## src/rtl/tlp_lane_dispatcher.sv

```systemverilog
// rtl/tlp_lane_dispatcher.sv - routes upstream TLP words to four lane FIFOs by destination field
// Honours per-lane pause/continue hold and error_full from the lane flow-control FSM.
module tlp_lane_dispatcher #(
  parameter int unsigned DATA_WIDTH = 6
) (
  input  logic                  clk,
  input  logic                  reset,
  input  logic                  init,
  input  logic [3:0]            pause,
  input  logic [3:0]            cont,
  input  logic [3:0]            error_full,
  input  logic                  fifo_empty,
  input  logic [DATA_WIDTH-1:0] fifo_data,
  output logic                  fifo_pop,
  output logic [DATA_WIDTH-1:0] out_data,
  output logic [3:0]            push,
  output logic [3:0]            hold,
  output logic                  idle,
  output logic                  err
);

  typedef enum logic [4:0] {
    S_RESET  = 5'b00001,
    S_INIT   = 5'b00010,
    S_IDLE   = 5'b00100,
    S_ACTIVE = 5'b01000,
    S_ERROR  = 5'b10000
  } state_t;

  state_t                state_q, state_d;
  logic [3:0]            hold_q, hold_d;
  logic                  v_q, v_d;
  logic                  p_q, p_d;
  logic [DATA_WIDTH-1:0] data_q, data_d;
  logic [1:0]            dest;

  assign dest = data_q[DATA_WIDTH-1:DATA_WIDTH-2];

  always_comb begin
    push = 4'b0000;
    if (state_q == S_ACTIVE && v_q && !hold_q[dest]) begin
      push[dest] = 1'b1;
    end
  end

  // A new read may only be issued once the stage is free or draining this cycle.
  always_comb begin
    fifo_pop = (state_q == S_ACTIVE) && !fifo_empty && !p_q && (!v_q || (push != 4'b0000));
  end

  always_comb begin
    state_d = state_q;
    case (state_q)
      S_RESET:  state_d = S_INIT;
      S_INIT:   state_d = S_IDLE;
      S_IDLE:   if (!fifo_empty) state_d = S_ACTIVE;
      S_ACTIVE: if (fifo_empty && !v_q && !p_q) state_d = S_IDLE;
      S_ERROR:  state_d = S_ERROR;
      default:  state_d = S_RESET;
    endcase
    if (state_q != S_RESET && error_full != 4'b0000) begin
      state_d = S_ERROR;
    end
    if (init) begin
      state_d = S_INIT;
    end
  end

  always_comb begin
    hold_d = hold_q;
    v_d    = v_q;
    p_d    = fifo_pop;
    data_d = data_q;
    if (state_q == S_IDLE || state_q == S_ACTIVE) begin
      hold_d = (hold_q | pause) & ~cont;
    end
    if (push != 4'b0000) begin
      v_d = 1'b0;
    end
    // Read data landing while already in ERROR is dropped so the staged word stays put.
    if (p_q && state_q == S_ACTIVE) begin
      v_d    = 1'b1;
      data_d = fifo_data;
    end
    if (init) begin
      hold_d = 4'b0000;
      v_d    = 1'b0;
      p_d    = 1'b0;
      data_d = '0;
    end
  end

  always_ff @(posedge clk) begin
    if (!reset) begin
      state_q <= S_RESET;
      hold_q  <= 4'b0000;
      v_q     <= 1'b0;
      p_q     <= 1'b0;
      data_q  <= '0;
    end else begin
      state_q <= state_d;
      hold_q  <= hold_d;
      v_q     <= v_d;
      p_q     <= p_d;
      data_q  <= data_d;
    end
  end

  assign out_data = data_q;
  assign hold     = hold_q;
  assign idle     = (state_q == S_IDLE);
  assign err      = (state_q == S_ERROR);

endmodule

```

## config.mk

```make
export PLATFORM = sky130hd
export DESIGN_NAME = tlp_lane_dispatcher
export DESIGN_NICKNAME = d
export VERILOG_FILES = /design/src/rtl/tlp_lane_dispatcher.sv
export SDC_FILE = /design/constraint.sdc
export NUM_CORES = 1
export LEC_CHECK = 0
export ABC_AREA = 1
export CORE_MARGIN = 5
export CORE_UTILIZATION = 30
export DETAILED_ROUTE_END_ITERATION = 8
export GPL_TIMING_DRIVEN = 1
export PLACE_DENSITY = 0.67
export SKIP_CTS_REPAIR_TIMING = 1
export SLEW_MARGIN = 30
export SYNTH_ARGS = -nofsm -noshare
export SYNTH_HDL_FRONTEND = slang
export SYNTH_SLANG_ARGS = --single-unit
export TNS_END_PERCENT = 20
```

## constraint.sdc

```tcl
create_clock -name clk -period 2.7 [get_ports clk]
set_clock_uncertainty 0.2 [all_clocks]
set_input_delay 0.81 -clock clk [delete_from_list [all_inputs] [get_ports clk]]
set_output_delay 0.81 -clock clk [all_outputs]
set_load 0.01 [all_outputs]
```

==> metrics.md <==
| Metric | Value |
|---|---|
| Via count | 855 |
| Vias in the first global route | ~870 |
| Power density over the cells | ~350 nW/um^2 |
| Register bit total from synthesis | 17 |
| Rel. slew slack | 0.657 |
| Critical path endpoint category | output port |
| Gate Count Post-Synth | ~110 |
| GRT overflow | 0 |
| Run status | finished clean |
| Worst skew pair latency | just under 0.3 ns |
| Drt first-iter violations | 20 |
| Mapped Area | 820 um^2 |
| CP Class | input pin to output port |
| F_max | 379 MHz |
| Place WS | -0.439 ns |
| Register area share after synthesis | 0.415 |
| I/O Buffers | 38 |
| Combinational share of power | 0.136 |
| Pin count of the biggest net entering global routing | 14 |
| Total die area | 3880 um^2 |
| Period Utilization, post-route | 0.977 |
| Gp weighted congestion | between 0.7 and 0.8 |
| Wirelength per Cell | roughly 11 um |
| Critical path peak fanout | 2 |
| Worst Tran Pin Value | a little over 0.5 ns |
| Core Rows | 19 |
| Util after Layout | 0.480 |
| Drt pass-1 iters | 4 |
| CTS Root Cell | clkbuf_4 |
| CP Launch Type | input pin |
| Final worst path period need | around 2.6 ns |
| Maxcap violations | 0 |
| Register area | about 350 um^2 |
| Worst EP required | approximately 1.7 ns |
| Worst-case reg-to-reg path depth | 5 |
| Clock slew at reported path FFs | around 0.10 ns |
| Gr usage total | 0.112 |
| Design area | 1290 um^2 |
| Sw frac | 0.238 |
| Fin. Hold Viols | 0 |
| Residual DRC count | 0 |
| First-pass GRT wire length | about 3600 um |
| CTS Sinks | 17 |
| Unrepaired setup endpoints after global routing | yes |
| # setup viols final | 0 |
| Worst path cell trace | clkdlybuf4s50_1 > nor3_2 > nand2_2 > inv_1 > clkbuf_2 |
| CP max-delay cell | clkdlybuf4s50_1 |
| Multi-input logic area | 413 um^2 |
| NetSw | approximately 0.11 mW |
| Worst setup margin | 0.0617 ns |
| Antenna Nets Post-Route | 0 |
| Leading area contributor after synthesis | dfxtp_1 |
| Hpwl dp | approximately 1700 um |
| VDD IR max | between 200 and 250 uV |
| Total power | about 0.45 mW |
| Num CTS Buffers | 3 |
| Hold WS | 0.256 ns |
| Post-synth net total | ~140 |
| Top cell type's share of synthesized area | 0.415 |
| Clock network fraction of total power | 0.297 |
| Total Wirelength | between 2000 and 2500 um |
| Syn avg cell area | ~7.2 um^2 |
| Placement Cell Area | approximately 1200 um^2 |
| Share of layout cells above drive strength 1 | 0.167 |
| Antenna violations before repair | 0 |
| Hold path depth | 2 |
| Reg power frac | 0.567 |
| Worst Hold Class | flip-flop to flip-flop |
| Top cells by area, synth | dfxtp_1, a21oi_1, nor2_1 |
| Count of cell types in the netlist | 18 |
| NumNets Final | approximately 180 |
| Ys Warns | 0 |
| Io pins | 39 |
| Ant diodes | 0 |
| Fill count | between 200 and 300 |
| Arrival time at the worst endpoint | 1.63 ns |
| Die X | 62.3 um |
| Die span in y | about 62 um |
| Dpl cells | between 150 and 200 |
| Core Region | around 2700 um^2 |
| Int Pwr | 0.346 mW |
| P_leak | roughly 0.55 nW |
| Reg-to-reg setup timing slack | 1.02 ns |
| CTS tree | built |
| CTS HTree Levels | 1 |
| Setup TNS | 0 ns |
| DR vias/cell | about 4.6 |
| Area Overhead vs Synth | 57.3% |
| Initial Util | 0.305 |
| Max-slew violation count | 0 |
| Clk buf depth | 2 |
| Layout Cells excl Fill | ~190 |
| Max incr delay on CP | around 0.44 ns |
==> synthesized netlist by cell type, drive strengths merged <==
master,count
inv,17
a21oi,13
buf,2
dfxtp,17
nand3,6
o21ai,7
nand4,4
nand2,20
nor2,21
nor3,7
==> final cells by class <==
cell class,instances,share of cell area
Clock inverter,1,0.00388
Clock buffer,3,0.0175
Timing Repair Buffer,40,0.311
Multi-Input combinational cell,78,0.320
Sequential cell,17,0.268
Tap cell,31,0.0301
Inverter,17,0.0495
==> power groups by stage <==
stage	Combinational (mW)	Sequential (mW)	Clock, mW
6_report	0.0617	0.257	0.135
3_3_place_gp	0.0610	0.264	0
4_1_cts	0.0621	0.258	0.142
2_1_floorplan	0.0252	0.263	0
5_1_grt	0.0683	0.258	0.151
3_5_place_dp	0.0620	0.264	0
==> critical path: cells and delay by family <==
kind          cells  cell delay, ns
buf+inv           3            0.61
simple gates      2            0.21
==> logic make-up after synthesis <==
logic type,count (synthesis),share of synthesized area
AOI/OAI and AO/OA,20,0.122
and+or+nand+nor,58,0.373
DFF,17,0.415
buffers and inverters,19,0.0901
==> state kept, by name, indices dropped and copies added (netlist names) <==
name	count
out_data	6
v_q	1
hold	4
p_q	1
state_q	5
==> cells in the final DEF (no fill, tap or decap), types with 4 or more instances in the layout <==
cell and count:
nand2_1 15, nand3_1 5, nor2_1 16, clkdlybuf4s50_1 33, nand2_2 5, nor3_1 4, o21ai_1 4, a21oi_1 13
inv_1 15, dlymetal6s2s_1 4, dfxtp_1 15
==> routing by layer <==
layer | global-route usage | up-vias | wire [um]
li1 | - | 452 | -
met3 | 0.0198 | 4 | 60
met4 | 0.0557 | 0 | 37
met1 | 0.124 | 378 | 930
met5 | 0 | - | 0
met2 | 0.201 | 21 | 1080
==> worst paths after layout <==
kind,start,endpoint
max,fifo_empty,fifo_pop
min,out_data[0],out_data[0]
max reg2reg,state_q[3],out_data[3]
min reg2reg,out_data[0],out_data[0]
Power figures use the tool's default switching activity.
